File: config.mk
export PLATFORM = sky130hd
export DESIGN_NAME = eep_prog_ctrl
export DESIGN_NICKNAME = d
export VERILOG_FILES = /design/src/rtl/eep_prog_ctrl.sv
export SDC_FILE = /design/constraint.sdc
export NUM_CORES = 1
export LEC_CHECK = 0
export ABC_AREA = 1
export BUFFER_PORTS_ARGS = -buffer_cell sky130_fd_sc_hd__buf_2
export CAP_MARGIN = 20
export CORE_MARGIN = 1
export CORE_UTILIZATION = 50
export CTS_BUF_LIST = sky130_fd_sc_hd__clkbuf_2 sky130_fd_sc_hd__clkbuf_4 sky130_fd_sc_hd__clkbuf_8
export CTS_CLUSTER_DIAMETER = 150
export DETAILED_ROUTE_END_ITERATION = 16
export PLACE_DENSITY = 0.78
export SYNTH_ARGS = -nofsm -noshare
export SYNTH_HDL_FRONTEND = slang
export SYNTH_SLANG_ARGS = --single-unit
File: constraint.sdc
create_clock -name clk -period 3.4 [get_ports clk]
set_input_delay 0.85 -clock clk [delete_from_list [all_inputs] [get_ports clk]]
set_output_delay 0.85 -clock clk [all_outputs]
set_load 0.05 [all_outputs]
File: src/rtl/eep_prog_ctrl.sv
// -----------------------------------------------------------------------------
// eep_prog_ctrl
// Controller for a small non-volatile word store. Bus reads return a word one
// cycle after the request. A bus write starts a program cycle that needs the
// externally controlled charge pump to stay enabled for PUMP_CYCLES clocks. If
// the pump drops out, the target word is left in the erased (all-ones) state
// and wrt_err is set.
//
// Ports
//   clk          rising-edge clock
//   por_n        asynchronous active-low power-on reset (memory is not cleared)
//   eep_cs_n     bus chip select, active-low
//   eep_r_w_n    1 = read, 0 = write
//   eep_addr     bus word address
//   wrt_data     bus write data
//   chrg_pmp_en  charge pump enable, driven by the system
//   rd_data      registered read data, held between reads
//   rd_vld       one-cycle pulse, rd_data updated
//   busy         program cycle in progress
//   wrt_done     one-cycle pulse, program cycle finished (good or bad)
//   wrt_err      sticky, last program cycle failed
//   wrt_rej      one-cycle pulse, bus access refused while busy
// -----------------------------------------------------------------------------
module eep_prog_ctrl #(
  parameter int DATA_W      = 12,
  parameter int ADDR_W      = 2,
  parameter int PUMP_CYCLES = 1400000
) (
  input  logic              clk,
  input  logic              por_n,
  input  logic              eep_cs_n,
  input  logic              eep_r_w_n,
  input  logic [ADDR_W-1:0] eep_addr,
  input  logic [DATA_W-1:0] wrt_data,
  input  logic              chrg_pmp_en,
  output logic [DATA_W-1:0] rd_data,
  output logic              rd_vld,
  output logic              busy,
  output logic              wrt_done,
  output logic              wrt_err,
  output logic              wrt_rej
);

  localparam int                DEPTH    = 2 ** ADDR_W;
  localparam int                CNT_W    = $clog2(PUMP_CYCLES + 1);
  localparam logic [CNT_W-1:0]  CNT_LAST = CNT_W'(PUMP_CYCLES - 1);

  typedef enum logic [1:0] {
    IDLE   = 2'd0,
    ARM    = 2'd1,
    PROG   = 2'd2,
    COMMIT = 2'd3
  } state_t;

  state_t             state_q, state_d;
  logic [CNT_W-1:0]   cnt_q;
  logic               fail_q;
  logic [ADDR_W-1:0]  addr_q;
  logic [DATA_W-1:0]  data_q;
  logic [DATA_W-1:0]  mem [DEPTH];

  logic bus_req, wr_req, rd_req, idle;

  assign bus_req = ~eep_cs_n;
  assign wr_req  = bus_req & ~eep_r_w_n;
  assign rd_req  = bus_req &  eep_r_w_n;
  assign idle    = (state_q == IDLE);

  // ---------------------------------------------------------------------------
  // FSM: state register
  // ---------------------------------------------------------------------------
  // NOTE: sequential state uses non-blocking (<=) so every register samples
  // the pre-edge values of the others, independent of block ordering.
  always_ff @(posedge clk or negedge por_n) begin
    if (!por_n) state_q <= IDLE;
    else        state_q <= state_d;
  end

  // ---------------------------------------------------------------------------
  // FSM: next-state logic
  // ---------------------------------------------------------------------------
  // NOTE: the default assignment at the top keeps this purely combinational;
  // any path that left state_d unassigned would infer a latch.
  always_comb begin
    state_d = state_q;
    case (state_q)
      IDLE:    if (wr_req) state_d = ARM;
      ARM:     state_d = chrg_pmp_en ? PROG : COMMIT;
      PROG:    if (!chrg_pmp_en || cnt_q == CNT_LAST) state_d = COMMIT;
      COMMIT:  state_d = IDLE;
      default: state_d = IDLE;
    endcase
  end

  // ---------------------------------------------------------------------------
  // FSM: outputs decoded from state
  // ---------------------------------------------------------------------------
  always_comb begin
    busy     = (state_q != IDLE);
    wrt_done = (state_q == COMMIT);
  end

  // ---------------------------------------------------------------------------
  // Program-cycle datapath and bus response registers
  // ---------------------------------------------------------------------------
  always_ff @(posedge clk or negedge por_n) begin
    if (!por_n) begin
      cnt_q   <= '0;
      fail_q  <= 1'b0;
      addr_q  <= '0;
      data_q  <= '0;
      rd_data <= '0;
      rd_vld  <= 1'b0;
      wrt_err <= 1'b0;
      wrt_rej <= 1'b0;
    end else begin
      rd_vld  <= idle & rd_req;
      wrt_rej <= ~idle & bus_req;

      case (state_q)
        IDLE: begin
          if (wr_req) begin
            addr_q  <= eep_addr;
            data_q  <= wrt_data;
            fail_q  <= 1'b0;
            wrt_err <= 1'b0;
          end else if (rd_req) begin
            rd_data <= mem[eep_addr];
          end
        end
        ARM: begin
          cnt_q <= '0;
          if (!chrg_pmp_en) fail_q <= 1'b1;
        end
        PROG: begin
          // Leaves PROG at CNT_LAST, so the guard only matters as wrap protection.
          if (cnt_q != CNT_LAST) cnt_q <= cnt_q + CNT_W'(1);
          if (!chrg_pmp_en) fail_q <= 1'b1;
        end
        COMMIT: begin
          if (fail_q) wrt_err <= 1'b1;
        end
        default: ;
      endcase
    end
  end

  // ---------------------------------------------------------------------------
  // Word store
  // ---------------------------------------------------------------------------
  // NOTE: the array is deliberately outside the reset domain: it models
  // non-volatile cells. A reset mid-program forces the FSM out of COMMIT
  // asynchronously, so the commit write below can never fire.
  always_ff @(posedge clk) begin
    if (state_q == COMMIT) mem[addr_q] <= fail_q ? {DATA_W{1'b1}} : data_q;
  end

endmodule

==> results of run 1 <==
-- stage by stage --
stage          cell area (sq um)  std cells  setup WS, ns
2_1_floorplan               4600        459          1.03
6_report                    5080        608          1.06
5_1_grt                     5080        608         0.970
3_5_place_dp                4860        592          1.36
3_3_place_gp                4860        592          1.38
4_1_cts                     5080        608          1.03
-- placed cells by master, fill, tap and decap left out, drive strengths merged --
cell type,netlist,final
nor2,98,98
nand2,70,70
dfrtp,53,53
edfxtp,48,48
o21ai,43,43
buf,11,41
nand3,38,38
inv,31,34
or2,12,12
a31oi,12,12
mux2,12,12
clkbuf,5,9
xor2,5,5
ha,5,5
nor3,4,4
nand4,4,4
clkinv,0,4
o22ai,2,2
a21oi,2,2
a21o,1,1
o21bai,1,1
xnor2,1,1
o211ai,1,1
-- flip-flops by register name (all words and copies together) (netlist names) --
name,cells
rd_vld,1
mem,48
data_q,12
wrt_rej,1
rd_data,12
fail_q,1
wrt_err,1
cnt_q,21
addr_q,2
state_q,2
-- logic make-up (layout without fill, tap and decap cells) --
group	count (synthesis)	in the layout	synth area share
and+or+nand+nor	226	226	0.220
DFF	101	101	0.602
AOI/OAI and AO/OA	62	62	0.0789
buffers and inverters	47	88	0.0446
muxes	12	12	0.0294
xor gates and xnor gates	6	6	0.0114
adders and majority gates	5	5	0.0136
-- metal layers --
| metal | GRT usage | up-vias |
|---|---|---|
| met5 | 0 | - |
| met4 | 0.0874 | 0 |
| met3 | 0.0358 | 16 |
| met2 | 0.355 | 57 |
| met1 | 0.234 | 1560 |
| li1 | - | 1614 |
-- worst max-delay path, stage by stage, from the launching register on --
cell                      delay, ns
sky130_fd_sc_hd__dfrtp_1       0.45
sky130_fd_sc_hd__inv_1         0.09
sky130_fd_sc_hd__ha_1          0.25
sky130_fd_sc_hd__inv_1         0.08
sky130_fd_sc_hd__buf_2         0.26
-- power groups by stage --
stage          Sequential, mW  Clock (mW)  Combinational (mW)
2_1_floorplan            2.03           0               0.684
3_3_place_gp             1.77           0                1.19
3_5_place_dp             1.78           0                1.22
4_1_cts                  1.75       0.780                1.23
5_1_grt                  1.78       0.829                1.33
6_report                 1.75       0.764                1.21
-- cell type report --
| cell class | count | area [sq um] |
|---|---|---|
| clock inverters | 7 | 88.8 |
| flip-flops and latches | 101 | 2770 |
| repair buffers | 41 | 220 |
| inverters | 31 | 116 |
| fillers | 750 | 3730 |
| well taps | 108 | 135 |
| clock buffers | 9 | 124 |
| multi-input cells | 311 | 1620 |
-- path summary, 6_finish.rpt --
kind                                        start                     end  slack (ns)  depth (start not counted)
min reg2reg                data_q[11]$_DFFE_PN0P_  data_q[11]$_DFFE_PN0P_        0.51                          1
min in group clk           data_q[11]$_DFFE_PN0P_  data_q[11]$_DFFE_PN0P_        0.51                          1
min                                         por_n  rd_data[9]$_DFFE_PN0P_        0.39                          1
max                        state_q[0]$_DFFE_PN0P_                    busy        1.06                          4
max in group asynchronous                   por_n   data_q[9]$_DFFE_PN0P_        2.17                          2
max reg2reg                state_q[0]$_DFFE_PN0P_    cnt_q[5]$_DFFE_PN0P_        1.42                          7
==> impl_results.html, run 1 <==
<table>
<tr><th>Metric</th><th>Value</th></tr>
<tr><th colspan="2">Status</th></tr>
<tr><td>Outcome</td><td>complete, but fails checks</td></tr>
<tr><td>Violated checks</td><td>design-rule violations</td></tr>
<tr><th colspan="2">Finish</th></tr>
<tr><td>Layout-stage area growth over the synthesis result</td><td>10.4%</td></tr>
<tr><td>Count of antenna diodes in the layout</td><td>0</td></tr>
<tr><td>Fraction of final layout cells sized beyond drive strength 1</td><td>0.216</td></tr>
<tr><td>Count of nets after finishing</td><td>519</td></tr>
<tr><td>Final cell utilization of the core</td><td>0.576</td></tr>
<tr><th colspan="2">Floorplanning</th></tr>
<tr><td>Core region area</td><td>8810 sq um</td></tr>
<tr><td>Die height</td><td>97.9 um</td></tr>
<tr><td>Die Span X</td><td>97.9 um</td></tr>
<tr><td>Die footprint</td><td>9580 sq um</td></tr>
<tr><td>Initial Util</td><td>0.522</td></tr>
<tr><td>Ports placed on the boundary</td><td>36</td></tr>
<tr><td>Rows</td><td>34</td></tr>
<tr><th colspan="2">Clock network</th></tr>
<tr><td>Post-CTS setup repair buffer count</td><td>0</td></tr>
<tr><td>TritonCTS clock tree</td><td>done</td></tr>
<tr><td>Buffer type at the clock tree root</td><td>sky130_fd_sc_hd__clkbuf_8</td></tr>
<tr><td>Number of buffers inserted during clock tree synthesis</td><td>9</td></tr>
<tr><td>Clock Pin Slew Worst Setup and Hold Paths</td><td>0.11 ns</td></tr>
<tr><td>Count of hold buffers inserted by post-cts repair</td><td>0</td></tr>
<tr><td>Post-CTS resize count</td><td>0</td></tr>
<tr><td>Clock latency of the later-clocked register in the worst-skew pair</td><td>0.37 ns</td></tr>
<tr><td>H-tree level count</td><td>3</td></tr>
<tr><td>Clock buffer depth</td><td>2</td></tr>
<tr><td>Total number of clock tree sinks</td><td>101</td></tr>
<tr><th colspan="2">Placement</th></tr>
<tr><td>Number of buffers added on ports</td><td>35</td></tr>
<tr><td>Post-DP HPWL</td><td>5.99 mm</td></tr>
<tr><td>Last weighted congestion value of the routability-driven placer</td><td>0.921</td></tr>
<tr><th colspan="2">Worst setup path</th></tr>
<tr><td>Crit path required time</td><td>2.55 ns</td></tr>
<tr><td>Arrival time worst endpoint</td><td>1.49 ns</td></tr>
<tr><td>Crit path capture type</td><td>output port</td></tr>
<tr><td>Highest net fanout along the worst path</td><td>6</td></tr>
<tr><td>Class of the most critical setup path</td><td>reg2out</td></tr>
<tr><td>Startpoint type of the worst setup path</td><td>register</td></tr>
<tr><th colspan="2">Timing</th></tr>
<tr><td>Worst Max-Slew Pin Slew</td><td>0.668 ns</td></tr>
<tr><td>Final setup violation count</td><td>0</td></tr>
<tr><td>RSZ-0062 raised after global routing</td><td>no</td></tr>
<tr><td>Post-layout minimum cycle time</td><td>2.34 ns</td></tr>
<tr><td>Share of the clock period used by the worst path after layout</td><td>0.689</td></tr>
<tr><td>Fmax</td><td>427 MHz</td></tr>
<tr><td>Max-slew violation total from the final report</td><td>0</td></tr>
<tr><td>Hold Violations, Final</td><td>0</td></tr>
<tr><td>Final setup TNS</td><td>0 ns</td></tr>
<tr><td>Final Hold Slack</td><td>0.391 ns</td></tr>
<tr><td>Relative max-transition margin</td><td>0.554</td></tr>
<tr><td>Setup clock skew after layout</td><td>0.0122 ns</td></tr>
<tr><th colspan="2">Synthesis</th></tr>
<tr><td>Most repeated cell in the gate-level netlist after synthesis</td><td>sky130_fd_sc_hd__nor2_1</td></tr>
<tr><td>Post-Synthesis Cell Area</td><td>4600 sq um</td></tr>
<tr><td>Count of synthesis-stage warnings from yosys</td><td>0</td></tr>
<tr><td>FFs w/ async S/R, synth</td><td>0.525</td></tr>
<tr><td>Most frequent cells after synthesis</td><td>sky130_fd_sc_hd__nor2_1, sky130_fd_sc_hd__nand2_1, sky130_fd_sc_hd__dfrtp_1, sky130_fd_sc_hd__edfxtp_1, sky130_fd_sc_hd__o21ai_0</td></tr>
<tr><td>Register area share after synthesis</td><td>0.602</td></tr>
<tr><td>Most common flop cell mapped by yosys</td><td>sky130_fd_sc_hd__dfrtp_1</td></tr>
<tr><td>Syn nets</td><td>483</td></tr>
<tr><td>Unique masters post-synth</td><td>34</td></tr>
<tr><td>Top area cells in the synthesized netlist</td><td>sky130_fd_sc_hd__edfxtp_1, sky130_fd_sc_hd__dfrtp_1, sky130_fd_sc_hd__nor2_1</td></tr>
<tr><td>Total of flip-flops plus latches after synthesis</td><td>101</td></tr>
<tr><td>Proportion of netlist area held by the largest area contributor</td><td>0.314</td></tr>
<tr><td>Number of synthesized flops with an enable pin</td><td>48</td></tr>
<tr><td>Cell type contributing the most total cell area after synthesis</td><td>sky130_fd_sc_hd__edfxtp_1</td></tr>
<tr><td>Number of instances in the synthesized netlist</td><td>459</td></tr>
<tr><td>Mean post-synth cell area</td><td>10.0 sq um</td></tr>
<tr><th colspan="2">Drt</th></tr>
<tr><td>Length of routed met2 wiring</td><td>4.65 mm</td></tr>
<tr><td>DR WL met3</td><td>290 um</td></tr>
<tr><td>Drt first pass iters</td><td>10</td></tr>
<tr><td>Residual DRC</td><td>3</td></tr>
<tr><td>Number of antenna-violating nets in the routed design</td><td>0</td></tr>
<tr><td>Violation count after the first detailed-route iteration</td><td>179</td></tr>
<tr><td>Wire length on met1</td><td>3.60 mm</td></tr>
<tr><td>Average wire length per cell after detail routing</td><td>14.3 um</td></tr>
<tr><td>Detailed-route wire length</td><td>8.69 mm</td></tr>
<tr><td>Overall via count from detail_route</td><td>3247</td></tr>
<tr><td>Uppermost routed layer</td><td>met4</td></tr>
<tr><td>Per-cell via count in the routed design</td><td>5.34</td></tr>
<tr><th colspan="2">Pwr</th></tr>
<tr><td>P_sw</td><td>1.49 mW</td></tr>
<tr><td>Sequential Power Share</td><td>0.470</td></tr>
<tr><td>Static leakage</td><td>2.00 nW</td></tr>
<tr><td>Part of the power in combinational logic</td><td>0.326</td></tr>
<tr><td>Tot Pwr</td><td>3.73 mW</td></tr>
<tr><td>Largest vdd supply drop</td><td>350 uV</td></tr>
<tr><td>Power density cells</td><td>735 nW/um^2</td></tr>
<tr><td>Switching share of total power</td><td>0.399</td></tr>
<tr><td>Total internal power</td><td>2.24 mW</td></tr>
<tr><td>Clk network pwr share</td><td>0.205</td></tr>
<tr><th colspan="2">Global route</th></tr>
<tr><td>Via count of the first global-routing pass</td><td>3252</td></tr>
<tr><td>All-layer global routing usage</td><td>0.199</td></tr>
<tr><td>Global-route wire length before repair</td><td>14.8 mm</td></tr>
<tr><td>Pin count of the biggest net entering global routing</td><td>39</td></tr>
<tr><td>Initial antenna violation count</td><td>0</td></tr>
<tr><td>Grt ovf</td><td>0</td></tr>
<tr><th colspan="2">Flow run</th></tr>
<tr><td>Maximum Capacitance Violations</td><td>0</td></tr>
<tr><th colspan="2">Hold path</th></tr>
<tr><td>HP Class</td><td>in2async</td></tr>
</table>
Power figures use the tool's default switching activity.
==> inputs of run 2 (changes only) <==
==> constraint.sdc (replaced) <==
create_clock -name clk -period 2.43 [get_ports clk]
set_input_delay 0.6075 -clock clk [delete_from_list [all_inputs] [get_ports clk]]
set_output_delay 0.6075 -clock clk [all_outputs]
set_load 0.05 [all_outputs]
==> impl_results.html, run 2 (synthesis gave the netlist of run 1 again) <==
<table>
<tr><th>Metric</th><th>Value</th></tr>
<tr><th colspan="2">Status</th></tr>
<tr><td>Outcome</td><td>complete, but fails checks</td></tr>
<tr><td>Violated checks</td><td>design-rule violations</td></tr>
<tr><th colspan="2">Worst setup path</th></tr>
<tr><td>Reg-to-reg critical path endpoint</td><td>data_q[10]$_DFFE_PN0P_</td></tr>
<tr><td>Class of the most critical setup path</td><td>reg2out</td></tr>
<tr><td>Startpoint type of the worst setup path</td><td>register</td></tr>
<tr><td>Startpoint of the most critical register-to-register path</td><td>state_q[0]$_DFFE_PN0P_</td></tr>
<tr><td>Cell-by-cell trace of the critical path</td><td>inv_1 &gt; ha_1 &gt; inv_1 &gt; buf_2</td></tr>
<tr><td>Crit path capture type</td><td>output port</td></tr>
<tr><td>Highest net fanout along the worst path</td><td>6 (unchanged)</td></tr>
<tr><td>Arrival time worst endpoint</td><td>1.50 ns (about the same)</td></tr>
<tr><td>Crit path required time</td><td>1.82 ns (-0.73 ns)</td></tr>
<tr><td>Most prevalent standard cell on the critical path</td><td>sky130_fd_sc_hd__inv_1</td></tr>
<tr><td>Number of cells on the worst reg-to-reg path</td><td>4 (-3)</td></tr>
<tr><td>Reg2Reg Setup Slack</td><td>0.61 ns (-0.81 ns)</td></tr>
<tr><td>Critical-path top delay cell</td><td>sky130_fd_sc_hd__dfrtp_1</td></tr>
<tr><td>Biggest cell delay along the critical path</td><td>0.45 ns (about the same)</td></tr>
<tr><th colspan="2">Pwr</th></tr>
<tr><td>Sequential Power Share</td><td>0.472 (+0.002)</td></tr>
<tr><td>Largest vdd supply drop</td><td>458 uV (+31%)</td></tr>
<tr><td>Static leakage</td><td>2.00 nW (+0.16%)</td></tr>
<tr><td>Clk network pwr share</td><td>0.198 (-0.007)</td></tr>
<tr><td>P_sw</td><td>2.06 mW (+38%)</td></tr>
<tr><td>Power density cells</td><td>1020 nW/um^2 (+39%)</td></tr>
<tr><td>Part of the power in combinational logic</td><td>0.331 (+0.005)</td></tr>
<tr><td>Switching share of total power</td><td>0.397 (-0.00236)</td></tr>
<tr><td>Total internal power</td><td>3.13 mW (+40%)</td></tr>
<tr><th colspan="2">Timing</th></tr>
<tr><td>Final setup TNS</td><td>0 ns (unchanged)</td></tr>
<tr><td>Max-slew violation total from the final report</td><td>0 (unchanged)</td></tr>
<tr><td>Setup clock skew after layout</td><td>0.0120 ns (-0.000184 ns)</td></tr>
<tr><td>Final setup violation count</td><td>0 (unchanged)</td></tr>
<tr><td>Final setup slack of the worst path</td><td>0.323 ns (-0.735 ns)</td></tr>
<tr><td>Worst Max-Slew Pin Slew</td><td>0.650 ns (-0.0180 ns)</td></tr>
<tr><td>Fmax</td><td>475 MHz</td></tr>
<tr><td>Share of the clock period used by the worst path after layout</td><td>0.867</td></tr>
<tr><td>Final Hold Slack</td><td>0.147 ns (-0.244 ns)</td></tr>
<tr><td>RSZ-0062 raised after global routing</td><td>no</td></tr>
<tr><td>Relative max-transition margin</td><td>0.566 (+0.0121)</td></tr>
<tr><td>Post-layout minimum cycle time</td><td>2.11 ns</td></tr>
<tr><td>Hold Violations, Final</td><td>0 (unchanged)</td></tr>
<tr><th colspan="2">Floorplanning</th></tr>
<tr><td>Rows</td><td>34 (unchanged)</td></tr>
<tr><td>Die height</td><td>97.9 um (unchanged)</td></tr>
<tr><td>Die footprint</td><td>9580 sq um (unchanged)</td></tr>
<tr><td>Die Span X</td><td>97.9 um (unchanged)</td></tr>
<tr><td>Core region area</td><td>8810 sq um (unchanged)</td></tr>
<tr><td>Ports placed on the boundary</td><td>36 (unchanged)</td></tr>
<tr><td>Initial Util</td><td>0.522 (unchanged)</td></tr>
<tr><th colspan="2">Global route</th></tr>
<tr><td>Global-route wire length before repair</td><td>15.0 mm (+0.75%)</td></tr>
<tr><td>Via count of the first global-routing pass</td><td>3050 (-6.2%)</td></tr>
<tr><td>Pin count of the biggest net entering global routing</td><td>41 (+5.1%)</td></tr>
<tr><td>Initial antenna violation count</td><td>0 (unchanged)</td></tr>
<tr><td>Grt ovf</td><td>0 (unchanged)</td></tr>
<tr><td>All-layer global routing usage</td><td>0.202 (+0.00314)</td></tr>
<tr><th colspan="2">Drt</th></tr>
<tr><td>Per-cell via count in the routed design</td><td>5.19 (-2.9%)</td></tr>
<tr><td>Average wire length per cell after detail routing</td><td>14.8 um (+3.3%)</td></tr>
<tr><td>Overall via count from detail_route</td><td>3163 (-2.6%)</td></tr>
<tr><td>Number of antenna-violating nets in the routed design</td><td>0 (unchanged)</td></tr>
<tr><td>Detailed-route wire length</td><td>9.01 mm (+3.6%)</td></tr>
<tr><td>Violation count after the first detailed-route iteration</td><td>146 (-18%)</td></tr>
<tr><td>Drt first pass iters</td><td>10 (unchanged)</td></tr>
<tr><td>Residual DRC</td><td>3 (unchanged)</td></tr>
<tr><th colspan="2">Finish</th></tr>
<tr><td>Count of nets after finishing</td><td>521 (+0.39%)</td></tr>
<tr><td>Layout-stage area growth over the synthesis result</td><td>10.5% (about the same)</td></tr>
<tr><td>Max reg flops</td><td>48 (unchanged)</td></tr>
<tr><td>Registers with the highest flip-flop counts</td><td>mem x48, cnt_q x21</td></tr>
<tr><td>Most common library cell in the layout ignoring fill and taps</td><td>sky130_fd_sc_hd__nor2_1</td></tr>
<tr><td>Highest-count cells in the layout ignoring fill and taps</td><td>sky130_fd_sc_hd__nor2_1, sky130_fd_sc_hd__nand2_1, sky130_fd_sc_hd__dfrtp_1, sky130_fd_sc_hd__edfxtp_1, sky130_fd_sc_hd__o21ai_0</td></tr>
<tr><td>Sequential standard cell area</td><td>2770 sq um (unchanged)</td></tr>
<tr><td>Final cell utilization of the core</td><td>0.577 (about the same)</td></tr>
<tr><td>Largest register by flop count</td><td>mem</td></tr>
<tr><td>Fraction of final layout cells sized beyond drive strength 1</td><td>0.217 (+0.00113)</td></tr>
<tr><td>Area occupied by multi-input gates</td><td>1620 sq um (unchanged)</td></tr>
<tr><td>Final std cells w/o fill</td><td>610 (+0.33%)</td></tr>
<tr><td>Filler instances</td><td>746 (-0.53%)</td></tr>
<tr><td>Count of antenna diodes in the layout</td><td>0 (unchanged)</td></tr>
<tr><th colspan="2">Clock network</th></tr>
<tr><td>Number of buffers inserted during clock tree synthesis</td><td>9 (unchanged)</td></tr>
<tr><td>H-tree level count</td><td>3 (unchanged)</td></tr>
<tr><td>Clock latency of the later-clocked register in the worst-skew pair</td><td>0.36 ns (about the same)</td></tr>
<tr><td>TritonCTS clock tree</td><td>done</td></tr>
<tr><td>Post-CTS setup repair buffer count</td><td>0 (unchanged)</td></tr>
<tr><td>Total number of clock tree sinks</td><td>101 (unchanged)</td></tr>
<tr><td>Clock Pin Slew Worst Setup and Hold Paths</td><td>0.11 ns (about the same)</td></tr>
<tr><td>Post-CTS resize count</td><td>0 (unchanged)</td></tr>
<tr><td>Clock buffer depth</td><td>2 (unchanged)</td></tr>
<tr><td>Buffer type at the clock tree root</td><td>sky130_fd_sc_hd__clkbuf_8</td></tr>
<tr><td>Count of hold buffers inserted by post-cts repair</td><td>0 (unchanged)</td></tr>
<tr><th colspan="2">Placement</th></tr>
<tr><td>Number of buffers added on ports</td><td>35 (unchanged)</td></tr>
<tr><td>Post-Place Worst Slack</td><td>0.597 ns (-0.758 ns)</td></tr>
<tr><td>Last weighted congestion value of the routability-driven placer</td><td>0.928 (+0.76%)</td></tr>
<tr><td>Number of placed instances with taps included</td><td>594 (+0.34%)</td></tr>
<tr><td>Post-DP HPWL</td><td>6.18 mm (+3.3%)</td></tr>
<tr><th colspan="2">Hold path</th></tr>
<tr><td>HP Class</td><td>in2async</td></tr>
<tr><th colspan="2">Flow run</th></tr>
<tr><td>Maximum Capacitance Violations</td><td>0 (unchanged)</td></tr>
</table>
[run 2: changes by cell type in the layout (fill, tap and decap cells not counted)]
cell | previous run | this run
sky130_fd_sc_hd__inv_8 | 2 | 4
sky130_fd_sc_hd__clkinv_1 | 0 | 1
sky130_fd_sc_hd__inv_6 | 1 | 0
sky130_fd_sc_hd__clkinv_8 | 3 | 0
sky130_fd_sc_hd__clkinvlp_4 | 0 | 1
sky130_fd_sc_hd__buf_4 | 6 | 7
sky130_fd_sc_hd__buf_12 | 0 | 1
[run 2: cell type report]
class,count,area share
Clock buffer,9,0.0244
Tap cell,108,0.0266
Multi-Input combinational cell,311,0.320
Sequential cell,101,0.545
Timing Repair Buffer,43,0.0488
Inverter,31,0.0229
Clock inverter,7,0.0128
[run 2: worst max-delay path by stage]
| stage | from | to | slack [ns] | cells past startpoint |
|---|---|---|---|---|
| global placement | eep_cs_n | data_q[10]$_DFFE_PN0P_ | 0.66 | 4 |
| CTS | state_q[0]$_DFFE_PN0P_ | busy | 0.31 | 4 |
| global route | state_q[0]$_DFFE_PN0P_ | busy | 0.21 | 4 |
| floorplan | state_q[0]$_DFFE_PN0P_ | mem[0][0]$_DFFE_PP_ | 0.06 | 3 |
| detailed placement | state_q[0]$_DFFE_PN0P_ | data_q[10]$_DFFE_PN0P_ | 0.60 | 4 |
| finish | state_q[0]$_DFFE_PN0P_ | busy | 0.32 | 4 |
[run 2: metrics by stage]
| stage | power, mW | area, sq um |
|---|---|---|
| global placement | 4.14 | 4890 |
| global route | 5.48 | 5080 |
| detailed placement | 4.21 | 4890 |
| CTS | 5.23 | 5080 |
| floorplan | 3.79 | 4600 |
| finish | 5.19 | 5080 |
[run 2: layer usage]
layer	track usage	part of all wire
met5	0	0
met4	0.0618	0.0050
met3	0.0387	0.033
met2	0.355	0.52
met1	0.253	0.44
[run 2: power groups by stage]
stage | sequential [mW] | combinational (mW) | clock, mW
finish | 2.45 | 1.72 | 1.03
global route | 2.50 | 1.87 | 1.11
global placement | 2.47 | 1.67 | 0
CTS | 2.45 | 1.73 | 1.05
floorplan | 2.84 | 0.957 | 0
detailed placement | 2.49 | 1.72 | 0
[run 2: worst max-delay path, delay by kind of cell (launching register included)]
family / cells / cell delay [ns]
DFF: 1 / 0.45
adders and majority gates: 1 / 0.25
buffers and inverters: 3 / 0.45
==> inputs of run 3 (changes only) <==
==> constraint.sdc (replaced) <==
create_clock -name clk -period 2.4 [get_ports clk]
set_input_delay 0.6 -clock clk [delete_from_list [all_inputs] [get_ports clk]]
set_output_delay 0.6 -clock clk [all_outputs]
set_load 0.05 [all_outputs]
==> impl_results.html, run 3 (synthesis gave the netlist of run 1 again) <==
<table>
<tr><th>Metric</th><th>Value</th></tr>
<tr><th colspan="2">Clock network</th></tr>
<tr><td>Number of buffers inserted during clock tree synthesis</td><td>9 (unchanged)</td></tr>
<tr><td>Clock buffer depth</td><td>2 (unchanged)</td></tr>
<tr><td>Clock latency of the later-clocked register in the worst-skew pair</td><td>0.36 ns (about the same)</td></tr>
<tr><td>Post-CTS resize count</td><td>0 (unchanged)</td></tr>
<tr><td>Post-CTS setup repair buffer count</td><td>0 (unchanged)</td></tr>
<tr><td>TritonCTS clock tree</td><td>done</td></tr>
<tr><td>Buffer type at the clock tree root</td><td>sky130_fd_sc_hd__clkbuf_8</td></tr>
<tr><td>Clock Pin Slew Worst Setup and Hold Paths</td><td>0.10 ns (about the same)</td></tr>
<tr><td>H-tree level count</td><td>3 (unchanged)</td></tr>
<tr><td>Total number of clock tree sinks</td><td>101 (unchanged)</td></tr>
<tr><td>Count of hold buffers inserted by post-cts repair</td><td>0 (unchanged)</td></tr>
<tr><th colspan="2">Timing</th></tr>
<tr><td>Final setup violation count</td><td>0 (unchanged)</td></tr>
<tr><td>Final Hold Slack</td><td>0.160 ns (+0.0130 ns)</td></tr>
<tr><td>RSZ-0062 raised after global routing</td><td>no</td></tr>
<tr><td>Setup clock skew after layout</td><td>0.0130 ns (+0.000976 ns)</td></tr>
<tr><td>Final setup slack of the worst path</td><td>0.295 ns (-0.0278 ns)</td></tr>
<tr><td>Hold Violations, Final</td><td>0 (unchanged)</td></tr>
<tr><td>Worst Max-Slew Pin Slew</td><td>0.652 ns (+0.00211 ns)</td></tr>
<tr><td>Max-slew violation total from the final report</td><td>0 (unchanged)</td></tr>
<tr><td>Final setup TNS</td><td>0 ns (unchanged)</td></tr>
<tr><td>Fmax</td><td>475 MHz</td></tr>
<tr><td>Relative max-transition margin</td><td>0.564 (-0.00141)</td></tr>
<tr><td>Share of the clock period used by the worst path after layout</td><td>0.877</td></tr>
<tr><td>Post-layout minimum cycle time</td><td>2.10 ns</td></tr>
<tr><th colspan="2">Finish</th></tr>
<tr><td>Count of antenna diodes in the layout</td><td>0 (unchanged)</td></tr>
<tr><td>Most common library cell in the layout ignoring fill and taps</td><td>sky130_fd_sc_hd__nor2_1</td></tr>
<tr><td>Registers with the highest flip-flop counts</td><td>mem x48, cnt_q x21</td></tr>
<tr><td>Layout-stage area growth over the synthesis result</td><td>10.5% (about the same)</td></tr>
<tr><td>Final cell utilization of the core</td><td>0.577 (about the same)</td></tr>
<tr><td>Highest-count cells in the layout ignoring fill and taps</td><td>sky130_fd_sc_hd__nor2_1, sky130_fd_sc_hd__nand2_1, sky130_fd_sc_hd__dfrtp_1, sky130_fd_sc_hd__edfxtp_1, sky130_fd_sc_hd__o21ai_0</td></tr>
<tr><td>Filler instances</td><td>733 (-1.7%)</td></tr>
<tr><td>Max reg flops</td><td>48 (unchanged)</td></tr>
<tr><td>Count of nets after finishing</td><td>521 (unchanged)</td></tr>
<tr><td>Final std cells w/o fill</td><td>610 (unchanged)</td></tr>
<tr><td>Largest register by flop count</td><td>mem</td></tr>
<tr><td>Post-route cell area</td><td>5080 sq um (about the same)</td></tr>
<tr><td>Fraction of final layout cells sized beyond drive strength 1</td><td>0.219 (+0.00199)</td></tr>
<tr><th colspan="2">Status</th></tr>
<tr><td>Outcome</td><td>complete, but fails checks</td></tr>
<tr><td>Violated checks</td><td>design-rule violations</td></tr>
<tr><th colspan="2">Floorplanning</th></tr>
<tr><td>Die height</td><td>97.9 um (unchanged)</td></tr>
<tr><td>Initial Util</td><td>0.522 (unchanged)</td></tr>
<tr><td>Die footprint</td><td>9580 sq um (unchanged)</td></tr>
<tr><td>Rows</td><td>34 (unchanged)</td></tr>
<tr><td>Core region area</td><td>8810 sq um (unchanged)</td></tr>
<tr><td>Ports placed on the boundary</td><td>36 (unchanged)</td></tr>
<tr><td>Die Span X</td><td>97.9 um (unchanged)</td></tr>
<tr><th colspan="2">Placement</th></tr>
<tr><td>Post-DP HPWL</td><td>6.32 mm (+2.2%)</td></tr>
<tr><td>Number of placed instances with taps included</td><td>594 (unchanged)</td></tr>
<tr><td>Post-Place Worst Slack</td><td>0.559 ns (-0.0386 ns)</td></tr>
<tr><td>Last weighted congestion value of the routability-driven placer</td><td>0.968 (+4.3%)</td></tr>
<tr><td>Post-place instance area</td><td>4890 sq um (unchanged)</td></tr>
<tr><td>Number of buffers added on ports</td><td>35 (unchanged)</td></tr>
<tr><th colspan="2">Worst setup path</th></tr>
<tr><td>Class of the most critical setup path</td><td>reg2out</td></tr>
<tr><td>Cell-by-cell trace of the critical path</td><td>inv_1 &gt; ha_1 &gt; inv_1 &gt; buf_2</td></tr>
<tr><td>Number of buffer and inverter instances along the worst setup path</td><td>3 (unchanged)</td></tr>
<tr><td>Highest net fanout along the worst path</td><td>6 (unchanged)</td></tr>
<tr><td>Startpoint type of the worst setup path</td><td>register</td></tr>
<tr><td>Crit path required time</td><td>1.80 ns (-0.02 ns)</td></tr>
<tr><td>Arrival time worst endpoint</td><td>1.50 ns (about the same)</td></tr>
<tr><td>Crit path capture type</td><td>output port</td></tr>
<tr><td>Biggest cell delay along the critical path</td><td>0.45 ns (about the same)</td></tr>
<tr><td>Most prevalent standard cell on the critical path</td><td>sky130_fd_sc_hd__inv_1</td></tr>
<tr><td>Critical-path top delay cell</td><td>sky130_fd_sc_hd__dfrtp_1</td></tr>
<tr><td>Cell family with most CP delay</td><td>flip-flops</td></tr>
<tr><th colspan="2">Pwr</th></tr>
<tr><td>P_sw</td><td>2.08 mW (+1.0%)</td></tr>
<tr><td>Largest vdd supply drop</td><td>413 uV (-9.8%)</td></tr>
<tr><td>Power density cells</td><td>1040 nW/um^2 (+1.3%)</td></tr>
<tr><td>Total internal power</td><td>3.18 mW (+1.5%)</td></tr>
<tr><td>Sequential Power Share</td><td>0.472 (about the same)</td></tr>
<tr><td>Static leakage</td><td>2.00 nW (about the same)</td></tr>
<tr><td>Clk network pwr share</td><td>0.196 (-0.002)</td></tr>
<tr><td>Part of the power in combinational logic</td><td>0.332 (about the same)</td></tr>
<tr><td>Switching share of total power</td><td>0.396 (-0.00101)</td></tr>
<tr><td>Tot Pwr</td><td>5.26 mW (+1.3%)</td></tr>
<tr><th colspan="2">Drt</th></tr>
<tr><td>Number of antenna-violating nets in the routed design</td><td>0 (unchanged)</td></tr>
<tr><td>Drt first pass iters</td><td>10 (unchanged)</td></tr>
<tr><td>Average wire length per cell after detail routing</td><td>15.1 um (+2.2%)</td></tr>
<tr><td>Overall via count from detail_route</td><td>3309 (+4.6%)</td></tr>
<tr><td>Per-cell via count in the routed design</td><td>5.42 (+4.6%)</td></tr>
<tr><td>Violation count after the first detailed-route iteration</td><td>137 (-6.2%)</td></tr>
<tr><td>Residual DRC</td><td>3 (unchanged)</td></tr>
<tr><td>Detailed-route wire length</td><td>9.21 mm (+2.2%)</td></tr>
<tr><th colspan="2">Global route</th></tr>
<tr><td>Global-route wire length before repair</td><td>15.5 mm (+3.7%)</td></tr>
<tr><td>Pin count of the biggest net entering global routing</td><td>39 (-4.9%)</td></tr>
<tr><td>Via count of the first global-routing pass</td><td>3311 (+8.6%)</td></tr>
<tr><td>All-layer global routing usage</td><td>0.208 (+0.00633)</td></tr>
<tr><td>Initial antenna violation count</td><td>0 (unchanged)</td></tr>
<tr><td>Grt ovf</td><td>0 (unchanged)</td></tr>
<tr><th colspan="2">Flow run</th></tr>
<tr><td>Maximum Capacitance Violations</td><td>0 (unchanged)</td></tr>
<tr><th colspan="2">Hold path</th></tr>
<tr><td>HP Class</td><td>in2async</td></tr>
</table>
==> run 3: cell types whose count changed in the layout (fill, tap and decap cells not counted), sizes merged <==
| cell | before | now |
|---|---|---|
| clkbuf | 9 | 10 |
| inv | 35 | 34 |
==> run 3: per-layer routing <==
metal  routed length [um]  share of wire  global-route usage  up-vias
li1                     -              -                   -     1612
met1                 3810           0.41               0.245     1601
met2                 4920           0.53               0.377       81
met3                  366          0.040              0.0315       15
met4                  122          0.013              0.0909        0
met5                    0              0                   0        -
==> run 3: cell type report <==
| cell class | instances | area [sq um] | area share |
|---|---|---|---|
| multi-input cells | 311 | 1620 | 0.320 |
| inverters | 31 | 116 | 0.0229 |
| clock inverters | 6 | 56.3 | 0.0111 |
| well taps | 108 | 135 | 0.0266 |
| repair buffers | 43 | 248 | 0.0488 |
| clock buffers | 10 | 131 | 0.0259 |
| flip-flops and latches | 101 | 2770 | 0.545 |
==> run 3: path summary, 6_finish.rpt <==
| path | depth (start not counted) | slack, ns | end | startpoint |
|---|---|---|---|---|
| max | 4 | 0.30 | busy | state_q[0]$_DFFE_PN0P_ |
| min | 1 | 0.16 | rd_data[3]$_DFFE_PN0P_ | por_n |
| max reg2reg | 4 | 0.56 | data_q[9]$_DFFE_PN0P_ | state_q[0]$_DFFE_PN0P_ |
| min reg2reg | 1 | 0.50 | data_q[10]$_DFFE_PN0P_ | data_q[10]$_DFFE_PN0P_ |
| max in group asynchronous | 2 | 1.68 | data_q[0]$_DFFE_PN0P_ | por_n |
| min in group clk | 2 | 0.41 | wrt_rej$_DFF_PN0_ | eep_cs_n |
==> run 3: worst register-to-register path, delay by kind of cell, from the launching register on <==
family | cells | cell delay, ns
AND/OR/NAND/NOR | 1 | 0.51
flip-flops | 1 | 0.45
multiplexers | 1 | 0.41
adder cells (fa/ha/maj) | 1 | 0.26
buffers and inverters | 1 | 0.09
==> run 3: power groups by stage <==
stage / sequential, mW / combinational [mW] / clock (mW)
3_3_place_gp: 2.50 / 1.69 / 0
6_report: 2.48 / 1.74 / 1.03
4_1_cts: 2.48 / 1.75 / 1.05
5_1_grt: 2.53 / 1.90 / 1.12
2_1_floorplan: 2.87 / 0.969 / 0
3_5_place_dp: 2.52 / 1.75 / 0
